--- src/rtl/sevenseg_scan.sv ---
// Four-digit common-anode seven-segment scanner: per-frame digit snapshot, guard
// interval between slots, leading-zero blanking and flashing on sticky overflow.
module sevenseg_scan #(
    parameter int unsigned REFRESH_DIV = 100000,
    parameter int unsigned GUARD       = 4,
    parameter int unsigned FLASH_TICKS = 64
) (
    input  logic       clk,
    input  logic       rst,
    input  logic [3:0] d0,
    input  logic [3:0] d1,
    input  logic [3:0] d2,
    input  logic [3:0] d3,
    input  logic [3:0] dp_in,
    input  logic       blank_en,
    input  logic       ovf_in,
    input  logic       ovf_clr,
    output logic [3:0] an_n,
    output logic [6:0] seg_n,
    output logic       dp_n,
    output logic       ovf_flag
);

    localparam int unsigned CNT_W = (REFRESH_DIV > 1) ? $clog2(REFRESH_DIV) : 1;
    localparam int unsigned FL_W  = (FLASH_TICKS > 1) ? $clog2(FLASH_TICKS) : 1;
    localparam logic [CNT_W-1:0] CNT_LAST  = CNT_W'(REFRESH_DIV - 1);
    localparam logic [CNT_W-1:0] CNT_GUARD = CNT_W'(GUARD);
    localparam logic [FL_W-1:0]  FL_LAST   = FL_W'(FLASH_TICKS - 1);

    logic [CNT_W-1:0] cnt_q, cnt_d;
    logic [1:0]       idx_q, idx_d;
    logic [3:0][3:0]  snap_q, snap_d;
    logic [3:0]       snap_dp_q, snap_dp_d;
    logic             first_q, first_d;
    logic [FL_W-1:0]  fcnt_q, fcnt_d;
    logic             foff_q, foff_d;
    logic             flag_q, flag_d;
    logic [3:0]       an_n_q, an_n_d;
    logic [6:0]       seg_n_q, seg_n_d;
    logic             dp_n_q, dp_n_d;

    logic             tick;
    logic             capture;
    logic             active;
    logic             blank;
    logic [3:0]       cur;

    function automatic logic [6:0] seg_decode(input logic [3:0] v);
        logic [6:0] s;
        case (v)
            4'd0:    s = 7'h40;
            4'd1:    s = 7'h79;
            4'd2:    s = 7'h24;
            4'd3:    s = 7'h30;
            4'd4:    s = 7'h19;
            4'd5:    s = 7'h12;
            4'd6:    s = 7'h02;
            4'd7:    s = 7'h78;
            4'd8:    s = 7'h00;
            4'd9:    s = 7'h10;
            default: s = 7'h3F;
        endcase
        return s;
    endfunction

    always_comb begin
        tick    = (cnt_q == CNT_LAST);
        cnt_d   = tick ? '0 : cnt_q + CNT_W'(1);
        idx_d   = tick ? idx_q + 2'd1 : idx_q;

        // Snapshot at frame start and on the first edge out of reset
        capture   = first_q || (tick && (idx_q == 2'd3));
        snap_d    = capture ? {d3, d2, d1, d0} : snap_q;
        snap_dp_d = capture ? dp_in : snap_dp_q;
        first_d   = 1'b0;

        if (ovf_clr)     flag_d = 1'b0;
        else if (ovf_in) flag_d = 1'b1;
        else             flag_d = flag_q;

        fcnt_d = fcnt_q;
        foff_d = foff_q;
        if (ovf_clr || !flag_q) begin
            fcnt_d = '0;
            foff_d = 1'b0;
        end else if (tick) begin
            if (fcnt_q == FL_LAST) begin
                fcnt_d = '0;
                foff_d = ~foff_q;
            end else begin
                fcnt_d = fcnt_q + FL_W'(1);
            end
        end

        cur = snap_q[idx_q];
        case (idx_q)
            2'd3:    blank = (snap_q[3] == 4'd0);
            2'd2:    blank = (snap_q[3] == 4'd0) && (snap_q[2] == 4'd0);
            2'd1:    blank = (snap_q[3] == 4'd0) && (snap_q[2] == 4'd0) && (snap_q[1] == 4'd0);
            default: blank = 1'b0;
        endcase
        blank = blank && blank_en;

        // Anodes stay dark during the guard window and the flash-off phase
        active  = (cnt_q >= CNT_GUARD) && !foff_q;
        an_n_d  = active ? ~(4'b0001 << idx_q) : 4'hF;
        seg_n_d = (!active || blank) ? 7'h7F : seg_decode(cur);
        dp_n_d  = active ? ~snap_dp_q[idx_q] : 1'b1;
    end

    always_ff @(posedge clk or posedge rst) begin
        if (rst) begin
            cnt_q     <= '0;
            idx_q     <= 2'd0;
            snap_q    <= '0;
            snap_dp_q <= 4'd0;
            first_q   <= 1'b1;
            fcnt_q    <= '0;
            foff_q    <= 1'b0;
            flag_q    <= 1'b0;
            an_n_q    <= 4'hF;
            seg_n_q   <= 7'h7F;
            dp_n_q    <= 1'b1;
        end else begin
            cnt_q     <= cnt_d;
            idx_q     <= idx_d;
            snap_q    <= snap_d;
            snap_dp_q <= snap_dp_d;
            first_q   <= first_d;
            fcnt_q    <= fcnt_d;
            foff_q    <= foff_d;
            flag_q    <= flag_d;
            an_n_q    <= an_n_d;
            seg_n_q   <= seg_n_d;
            dp_n_q    <= dp_n_d;
        end
    end

    assign an_n     = an_n_q;
    assign seg_n    = seg_n_q;
    assign dp_n     = dp_n_q;
    assign ovf_flag = flag_q;

endmodule

--- config.mk ---
export PLATFORM = sky130hd
export DESIGN_NAME = sevenseg_scan
export DESIGN_NICKNAME = d
export VERILOG_FILES = /design/src/rtl/sevenseg_scan.sv
export SDC_FILE = /design/constraint.sdc
export NUM_CORES = 1
export LEC_CHECK = 0
export ABC_AREA = 1
export CORE_MARGIN = 1.5
export CORE_UTILIZATION = 47
export CTS_CLUSTER_DIAMETER = 40
export CTS_CLUSTER_SIZE = 8
export DETAILED_ROUTE_END_ITERATION = 8
export MAX_ROUTING_LAYER = met4
export PLACE_DENSITY_LB_ADDON = 0.08
export RECOVER_POWER = 50
export SKIP_LAST_GASP = 1
export SYNTH_ARGS = -nofsm -noshare
export SYNTH_HDL_FRONTEND = slang
export SYNTH_SLANG_ARGS = --single-unit
--- constraint.sdc ---
create_clock -name clk -period 2.4 [get_ports clk]
set_input_delay 0.72 -clock clk [delete_from_list [all_inputs] [get_ports clk]]
set_output_delay 0.72 -clock clk [all_outputs]
set_load 0.02 [all_outputs]
# Word-level counts from Yosys, hierarchy flattened
# Memory sizes are Yosys's and may differ from the RTL's.
# Cells that the tools add are included.
# totals
n_memories	1
ff_bits	60
wordCells	64
rom_bits	112
inputBits	25
# classes
n_addsub	3
bitwise_logic	3
reduce_logical	18
order_cmp	2
n_eq_ne	5
shift	1
n_mux	17
# mem_list
memory	depth	width	rd	rd_ports_with_merged_regs	wr	line	source
(no name shown)	16	7	1	0	0	50	case (v)
# op_table
operator	n
6-bit two-way mux	3
17-bit by 1-bit adder with 17-bit output (second input constant)	1
17-bit equality test (second input constant)	1
17-bit by 3-bit greater-or-equal comparator with 1-bit output (second input constant)	1
17-bit two-way mux	1
4-bit logical NOT	3
4-bit binary-select mux with 2-bit select	1
4-bit two-way mux	2
1-bit two-way mux	7
7-bit two-way mux	1
6-bit by 1-bit adder with 6-bit output (second input constant)	1
6-bit equality test (second input constant)	1
2-bit nonzero test	3
1-bit logical AND	5
2-bit equality test (second input constant)	2
4-bit inverter	1
1-bit by 2-bit left shift with 4-bit output (first input constant)	1
1-bit logical NOT	3
1-bit logical OR	3
2-bit by 3-bit < comparator with 1-bit output (second input constant)	1
1-bit one-hot mux with 3 select lines	1
2-bit by 1-bit adder with 2-bit output (second input constant)	1
1-bit binary-select mux with 2-bit select	1
2-bit by 1-bit equality test with 1-bit output (second input constant)	1
other kinds (2)	3

# Longest topological paths before layout
# Gate-level depths: netlist of the first run.
# logic_depth
depth_word	7
ltp_mapped	13

# Least setup slack after synthesis of the first run
# No wires, ideal clock.
# synth_timing
path_kind	register to register
start	register idx_q[0]
end	register seg_n_q[3], in the netlist seg_n[3]
path_slack_ns	0.825
period_less_slack_ns	1.575
path_stages_with_launch	12
arrival_time_ns	1.485
required_time_ns	2.310
path_cell_list	dfrtp_1 > inv_1 > buf_2 > nand2_1 > nand3_1 > nand2_1 > ha_1 > nand3_1 > nand3_1 > nand2_1 > inv_1 > nand2_1
# synth_between
elab_chain_len	5
elab_cells_between_ends	10
classes_between	eq/ne (3); mux (4); reduce/logical (2); memory (1)
# synth_rtl
element	line	source
from (decl)	31	logic [1:0] idx_q, idx_d;
from (signal assigned)	126	idx_q <= idx_d;
branches (longest 4 deep; another with memory read 16 x 7 bit)	--	
7-bit two-way mux *	107	seg_n_d = (!active || blank) ? 7'h7F : seg_decode(cur);
via seg_n_d[3]	39	logic [6:0] seg_n_q, seg_n_d;
to (signal assigned)	134	seg_n_q <= seg_n_d;
to (decl)	39	
# Mark *: on every way through the listed nets, which the timed path passes. The select of a mux whose other input is x is not followed.
# A chain may end at the register's enable or synchronous reset.

# Worst setup path after layout of the first run
# layout_timing
start	register an_n_q[0], in the netlist an_n[0]
end	output an_n[0]
# layout_lines
element	line	source
from (decl)	38	logic [3:0] an_n_q, an_n_d;
from (signal assigned)	133	an_n_q <= an_n_d;
to (decl)	18	output logic [3:0] an_n,
# No word-level cell between the ends.

==> metrics.txt, run 1 <==
vias post-DR=2709; outcome=completed; R2R Setup Slk=0.41 ns; Max VDD drop=338.1 uV; Simple-Gate Fraction of Synth Area=33.65%; Synth Area in XOR/XNOR=2.702%; CTS resizes=0; Setup crit end=an_n[0]; Ys Warns=0; crit-path max FO=1; CTS tree=built; Total GRT Usage=21.16%; Top Ports=38; Internal=1738 uW; crit path launch=an_n[0]; Logic pwr share=11.5%; Fin. Hold Viols=0; maximum clock rate=0.4621 GHz; arrival time at the worst endpoint=1.44 ns; Yosys cell types=30; share of cells above drive strength 1=7.957%; crit-path max cell delay=0.59 ns; PwrDens=594.5 nW/um^2; Post-DRT Antenna Nets=0; Reg-to-Reg Start=cnt_q[0]; Post-Synth Adder-Cell Area=5.017%; post-layout util=57.54%; First-pass DRT Iterations=4; #FFs+latches synth=60; final net count=498; Seq pwr share=48.2%; proportion of synthesized area in mux cells=0%; WP data required=1.68 ns; dpl cell area=3707 um^2; fin crit share=90.17%; RSZ-0062 raised after global routing=no; setup total negative slack=0 ns; max_cap viols=0; drt total wl=6.690 mm; vias in the first global route=2543; drt wl/cell=12.28 um; DP HPWL=4.884 mm; PortBufs=37; maximum clock path buffer count=2; Die Area=7405 um^2; Syn Nets=454; Syn Area/Cell=7.793 um^2; Final setup viols=0; Seq/Total Area, Yosys=46.82%; min Tclk post-route=2.164 ns; post-route insts no fill=545; CP Launch Type=flop; clk slew on worst S/H paths=0.06 ns; Net Switching=560.5 uW; Setup Buffers After CTS=0; FF-to-FF path depth=9; switching part of the total=24.39%; width of the die=86.05 um; clock share of power=40.3%; post-DR vias/cell=4.971; Post-Route Skew=0.008338 ns; Clk Latency, worst-skew pair=0.34 ns; Pwr Total=2298 uW; first-pass GRT wire length=11.87 mm; Hold WC Path Type=flop to flop; Synth Instances=416; Slew HR=53.18%; Placed Cells=529; slowest stage cell, crit path=clkdlybuf4s50_1; hold wc startpoint=cnt_q[0]; CP Depth=1; residual DRC count=0; area of the core=6719 um^2; complex-gate fraction of the synthesized area=3.474%; CTS Root Cell=clkbuf_8; pin count of the biggest net entering global routing=24; Worst Path Buf+Inv=1; Netlist Area Pre-Place=3242 um^2; Worst Tran Pin Value=0.7016 ns; critical path type=flop to primary output; leakage=0.001897 uW; Crit path max-delay family=buffers and inverters; clk sink count=60; Slew Viols, Final=0; FF-to-FF End=snap_q[6]; Site Rows=30; worst path cell trace=clkdlybuf4s50_1; Hold Buf Count CTS=0; die extent in y=86.05 um; # H-tree levels=3; crit end category=primary output; largest family of logic cells by synthesized area=simple AND/OR/NAND/NOR gates; number of DRC markers in iteration 0=103; # diodes=0; total congestion overflow=0; Initial Utilization=48.25%; CTS buffer count=9; synth-to-layout area growth=19.26%; Final GP Congestion=0.8685; Finished Cell Area=3866 um^2; initial antenna violation count=0
-- metrics by stage --
step | worst slack, ns | hold slack (ns)
2_1_floorplan | 0.2168 | 0.4512
3_3_place_gp | 0.4722 | 0.4705
3_5_place_dp | 0.4340 | 0.4747
4_1_cts | 0.2165 | 0.4834
5_1_grt | 0.1669 | 0.5295
6_report | 0.2359 | 0.4817
-- sequential cells by signal, indices dropped and copies added (netlist names), 2 cells and up --
register	flops
an_n	4
cnt_q	17
fcnt_q	6
idx_q	2
seg_n	7
snap_dp_q	4
snap_q	16
-- power by group through the flow --
stage | clock [uW] | combinational (uW) | sequential [uW]
5_1_grt | 997 | 301 | 1110
3_5_place_dp | 0 | 275 | 1130
6_report | 926 | 265 | 1110
3_3_place_gp | 0 | 272 | 1130
4_1_cts | 951 | 276 | 1110
2_1_floorplan | 0 | 129 | 1150
-- layout make-up --
class / count / area (um^2)
fillers: 606 / 2853
clock buffers: 15 / 166.4
clock inverters: 1 / 30.03
flip-flops and latches: 60 / 1518
repair buffers: 42 / 402.9
well taps: 80 / 100.1
inverters: 53 / 198.9
multi-input cells: 294 / 1450
-- layer usage --
| layer | vias up | track usage, % | routed length [um] | part of all wire, % |
|---|---|---|---|---|
| met5 | - | - | 0 | 0 |
| met3 | 13 | 4.716 | 254 | 3.8 |
| met4 | 0 | 8.944 | 148 | 2.2 |
| met2 | 66 | 29.28 | 2823 | 42 |
| met1 | 1238 | 29.82 | 3463 | 52 |
| li1 | 1392 | - | - | - |
-- worst min-delay path by stage --
stage / endpoint / cells after the start
6_report: cnt_q[0] / 1
5_1_grt: cnt_q[0] / 1
4_1_cts: cnt_q[0] / 1
3_5_place_dp: cnt_q[0] / 1
3_3_place_gp: cnt_q[0] / 1
2_1_floorplan: cnt_q[0] / 1
-- placed cells by master, fill, tap and decap left out, types with 10 or more instances in the layout --
cell / instances
clkbuf_8: 11
clkdlybuf4s50_1: 35
dfrtp_1: 47
dfstp_2: 13
ha_1: 13
inv_1: 52
nand2_1: 126
nand3_1: 55
nor2_1: 40
nor3_1: 11
o21ai_0: 12
xor2_1: 10
-- cell families (layout without fill, tap and decap cells) --
| group | count (synthesis) | after routing |
|---|---|---|
| buf+inv | 62 | 111 |
| other cells | 1 | 1 |
| fa+ha+maj | 13 | 13 |
| flops | 60 | 60 |
| simple gates | 249 | 249 |
| compound gates | 21 | 21 |
| xor+xnor | 10 | 10 |
-- Yosys cell counts --
library cell / n / area (um^2)
nand2_1: 126 / 473.0
nand3_1: 55 / 275.3
inv_1: 51 / 191.4
dfrtp_1: 47 / 1176
nor2_1: 39 / 146.4
dfstp_2: 13 / 341.6
ha_1: 13 / 162.7
o21ai_0: 12 / 60.06
nor3_1: 11 / 55.05
xor2_1: 10 / 87.58
nand4_1: 7 / 43.79
a21oi_1: 6 / 30.03
buf_2: 3 / 15.01
buf_6: 3 / 33.78
buf_4: 2 / 15.01
nand2_2: 2 / 12.51
nand3b_1: 2 / 15.01
nor2_4: 2 / 22.52
a21oi_2: 1 / 8.760
and2_1: 1 / 6.260
clkbuf_1: 1 / 3.750
clkinv_1: 1 / 3.750
conb_1: 1 / 3.750
inv_2: 1 / 3.750
nand2_4: 1 / 11.26
nand3_4: 1 / 17.52
nor2_2: 1 / 6.260
nor4_1: 1 / 6.260
o211ai_1: 1 / 7.510
o22ai_1: 1 / 6.260
Note: power is estimated with default switching activity, not from simulation.
==> inputs of run 2 (changes only) <==
Settings changed: GPL_ROUTABILITY_DRIVEN set to 0.
==> results of run 2 <==
The final DEF is identical to that of run 1; final timing and power are the same.
==> edit 1: new RTL, settings of run 1 <==
`REFRESH_DIV`: 100000 -> 25000.
--- a/src/rtl/sevenseg_scan.sv
+++ b/src/rtl/sevenseg_scan.sv
@@ -1,7 +1,7 @@
 // Four-digit common-anode seven-segment scanner: per-frame digit snapshot, guard
 // interval between slots, leading-zero blanking and flashing on sticky overflow.
 module sevenseg_scan #(
-    parameter int unsigned REFRESH_DIV = 100000,
+    parameter int unsigned REFRESH_DIV = 25000,
     parameter int unsigned GUARD       = 4,
     parameter int unsigned FLASH_TICKS = 64
 ) (
Behaviour: same outputs for any inputs over 10 cycles, from zero or initial values and one cycle with rst high; that may be too few to reach the edited logic, so the function may still have changed.
==> edit 1 against run 1 <==
- combinational power is essentially flat
- design area shrank 3.6%
- first-iteration DRC count is 27% higher
- setup slack got worse by 9.4 ps
- die area decreased by 4.5%
- sequential cell count shrank 2
- area after synthesis shrank 4.6%
- clock skew grew 2.6 ps
- worst hold slack gained 2.2 ps
- global-route usage decreased by 1.6 points
- count of clock-buffer cells in the layout shrank 1
- wire length decreased by 10%
- total power shrank 1.3%
==> edit 1: results (changes against run 1) <==
Status -> completed
Critical path capture point -> dp_n
Worst r2r path cells -> 11 (+2)
GR Layer Usage met2 -> 0.278 (-0.0150)
Nets@finish -> 463 (-7.0%)
Final Core Density -> 0.587 (+0.0118)
Grt met3 use -> 0.0336 (-0.0135)
Syn nets -> 419 (-7.7%)
Placed Cells -> 491 (-7.2%)
R2r endpoint -> seg_n[3]
Hold slack final -> 484 ps (+2.20 ps)
Reg-to-reg startpoint -> idx_q[0]
Part of the cycle the worst path needs -> 0.906 (+0.00390)
Register area share after synthesis -> 0.475 (+0.00655)
Non-filler cells, final -> 507 (-7.0%)
Clk pwr share -> 0.411 (+0.008)
Worst R2R Setup Slack -> 470 ps (+60 ps)
RePlAce Congestion -> 0.853 (-1.8%)
Worst clock skew -> 10.9 ps (+2.60 ps)
Area post-placement -> 3540 sq um (-4.6%)
Via count -> 2463 (-9.1%)
DP HPWL -> 4.24 mm (-13%)
Mapped Cells -> 381 (-8.4%)
Pin count of the biggest net entering global routing -> 59 (+150%)
Vias in the first global route -> 2283 (-10%)
==> edit 1: cell count changes in the layout (fill, tap and decap cells not counted), sizes merged, moves of 2 or more <==
cell,before,now
nor3,11,6
clkbuf,17,14
nand4,7,5
nand2,129,125
nor2,42,30
o21ai,12,15
nand3,56,46
dfrtp,47,45
==> edit 1: cells by family after synthesis <==
family / after synthesis / share of synthesized area
xor+xnor: 10 / 0.0283
other cells: 1 / 0.00121
simple gates: 215 / 0.321
flops: 58 / 0.475
compound gates: 25 / 0.0421
buf+inv: 59 / 0.0805
fa+ha+maj: 13 / 0.0526
==> edit 1: cell type report <==
class | instances | area share
Sequential cell | 58 | 0.394
Multi-Input combinational cell | 264 | 0.369
Timing Repair Buffer | 39 | 0.103
Inverter | 53 | 0.0534
Clock buffer | 14 | 0.0463
Tap cell | 77 | 0.0258
Clock inverter | 2 | 0.00940
==> edit 1: layer usage <==
metal  wire [microns]  share of wire
met1             3040           0.51
met2             2590           0.43
met3              237          0.039
met4              144          0.024
met5                0              0
==> edit 2: new RTL, settings of run 1 <==
Made on the original files. Remove the register `seg_n_q`: a continuous assignment takes its place, so the output `seg_n` follows one clock earlier.
--- a/src/rtl/sevenseg_scan.sv
+++ b/src/rtl/sevenseg_scan.sv
@@ -119,7 +119,6 @@
             foff_q    <= 1'b0;
             flag_q    <= 1'b0;
             an_n_q    <= 4'hF;
-            seg_n_q   <= 7'h7F;
             dp_n_q    <= 1'b1;
         end else begin
             cnt_q     <= cnt_d;
@@ -131,10 +130,11 @@
             foff_q    <= foff_d;
             flag_q    <= flag_d;
             an_n_q    <= an_n_d;
-            seg_n_q   <= seg_n_d;
             dp_n_q    <= dp_n_d;
         end
     end
+
+    assign seg_n_q = seg_n_d;
 
     assign an_n     = an_n_q;
     assign seg_n    = seg_n_q;
Check against the original RTL: not equivalent (a bounded check fails within 10 cycles, from zero or initial values and one cycle with rst high).
==> edit 2 against run 1 <==
- the run now ends with negative setup slack left
- critical endpoint is now seg_n[3]
- highest routed layer unchanged
- total power shrank 20%
- setup slack got worse by 490 ps
- design area up 7.0%
- sequential cell count is 7 lower
- via count up 5.5%
- clock skew is 0.67 ps higher
- area after synthesis shrank 6.3%
- wire length is 7.7% higher
==> edit 2: results (changes against run 1) <==
Worst EP arrival -> 1940 ps (+500 ps)
WL met3 -> 300 microns (+18%)
Syn nets -> 438 (-3.5%)
DR iter-0 viols -> 168 (+63%)
Hold WC Path Type -> reg2reg
DP HPWL -> 5.13 mm (+5.1%)
R2r endpoint -> snap_q[7]
Clock slew at reported path FFs -> 110 ps (+50 ps)
Peak VDD IR -> 0.386 mV (+14%)
RePlAce Congestion -> 0.869 (about the same)
N_diodes -> 0 (unchanged)
Worst R2R Setup Slack -> 550 ps (+140 ps)
Cell variety after synth -> 30 (unchanged)
M1 GR Usage -> 0.312 (+0.0134)
LEAKAGE -> 0.00210 uW (+11%)
Violated checks -> negative setup slack
Hold slack final -> 487 ps (+5.58 ps)
Vias in the first global route -> 2687 (+5.7%)
Net Sw Frac -> 0.295 (+0.0507)
Main synth FF type -> dfrtp_1
Root Driver -> clkbuf_8
Port Buffers -> 37 (unchanged)
Post-Route M1 WL -> 3.55 mm (+2.5%)
Grt met3 use -> 0.0378 (-0.00939)
Most frequent cells after synthesis -> nand2_1, nand3_1, inv_1
Worst Hold Path Cells -> 1 (unchanged)
Largest regs -> cnt_q (17), snap_q (16), fcnt_q (6)
H-Tree Level Count -> 2 (-1)
Share of flip-flops with an asynchronous set or reset -> 1.00 (unchanged)
Final setup viols -> 7 (+7)
Status -> complete, but fails checks
Via-to-Cell Ratio -> 5.03 (+1.2%)
CTS Buf Count -> 5 (-4)
Clk pwr share -> 0.304 (-0.099)
Met2 wire len -> 3.26 mm (+16%)
Remaining DRCs -> 0 (unchanged)
Skew-Pair Late Insertion Delay -> 320 ps (-20 ps)
Pin count of the biggest net entering global routing -> 24 (unchanged)
Synth warnings -> 0 (unchanged)
Top sig layer -> met4
Setup ws final -> -258 ps (-494 ps)
Reg-to-reg startpoint -> cnt_q[0]
Worst clock skew -> 9.01 ps (+0.669 ps)
Register area share after synthesis -> 0.439 (-0.0289)
Critical path capture point -> seg_n[3]
Fraction of layout cells with a size suffix above 1 -> 0.232 (+0.153)
First-pass GRT wire length -> 12.1 mm (+1.7%)
Layout fillers -> 540 (-11%)
Slew HR -> 0.594 (+0.0622)
Worst-path maximum fanout -> 6 (+5)
Crit path launch -> idx_q[0]
Initial antenna violation count -> 0 (unchanged)
GR Layer Usage met2 -> 0.324 (+0.0317)
Worst r2r path cells -> 9 (unchanged)
CTS Buffer Depth -> 2 (unchanged)
Total track usage -> 0.220 (+0.00818)
Nets@finish -> 528 (+6.0%)
Leading post-synthesis cells by cell area -> dfrtp_1, nand2_1, nand3_1
Pre-antenna DRT Iters -> 4 (unchanged)
WL/cell -> 12.7 microns (+3.4%)
edit 2: stage by stage:
| stage | instance area (sq um) | setup TNS (ps) | utilization | std cells | setup WS, ps |
|---|---|---|---|---|---|
| finish | 4140 | -1500 | 0.655 | 568 | -258 |
| global route | 4140 | -2310 | 0.655 | 568 | -380 |
| CTS | 4040 | -1290 | 0.640 | 566 | -193 |
| detailed placement | 3820 | -4780 | 0.605 | 554 | -716 |
| global placement | 3820 | -4540 | 0.605 | 554 | -681 |
| floorplan | 3040 | 0 | - | 400 | 79.5 |
edit 2: what timing repair did:
item / 4_1_cts / 5_1_grt
setup buffers: 4 / 3
setup endpoints to repair: 7 / 7
hold buffers: 0 / 0
cloned: 0 / 0
pin swaps: 13 / 9
resized for setup: 66 / 20
edit 2: logic make-up after synthesis:
| family | synth area share |
|---|---|
| flops | 0.439 |
| buf+inv | 0.0779 |
| xor+xnor | 0.0317 |
| fa+ha+maj | 0.0536 |
| compound gates | 0.0358 |
| simple gates | 0.361 |
| other cells | 0.00123 |
edit 2: power groups by stage:
stage	Sequential (uW)	Combinational (uW)	Clock, uW
final	954	331	561
after global routing	958	367	599
after CTS	952	315	568
after detailed placement	968	293	0
after global placement	968	288	0
after floorplan	967	154	0
edit 2: cell type report:
type,instances,area [sq um],area share
inverter,52,198,0.0478
clock inverter,3,28.8,0.00696
multi-input combinational,289,1650,0.399
tap,77,96.3,0.0233
clock buffer,5,68.8,0.0166
timing repair buffer,89,761,0.184
sequential,53,1330,0.322
edit 2: worst max-delay path, cell delays in order (launching register included):
cell and delay [ps]:
dfrtp_1 420, inv_2 140, buf_4 160, nand2_1 70
nand3_1 140, buf_4 160, nand3_1 120, nand3_2 110
nand2_1 50, inv_1 50, nand2_1 50, buf_6 140
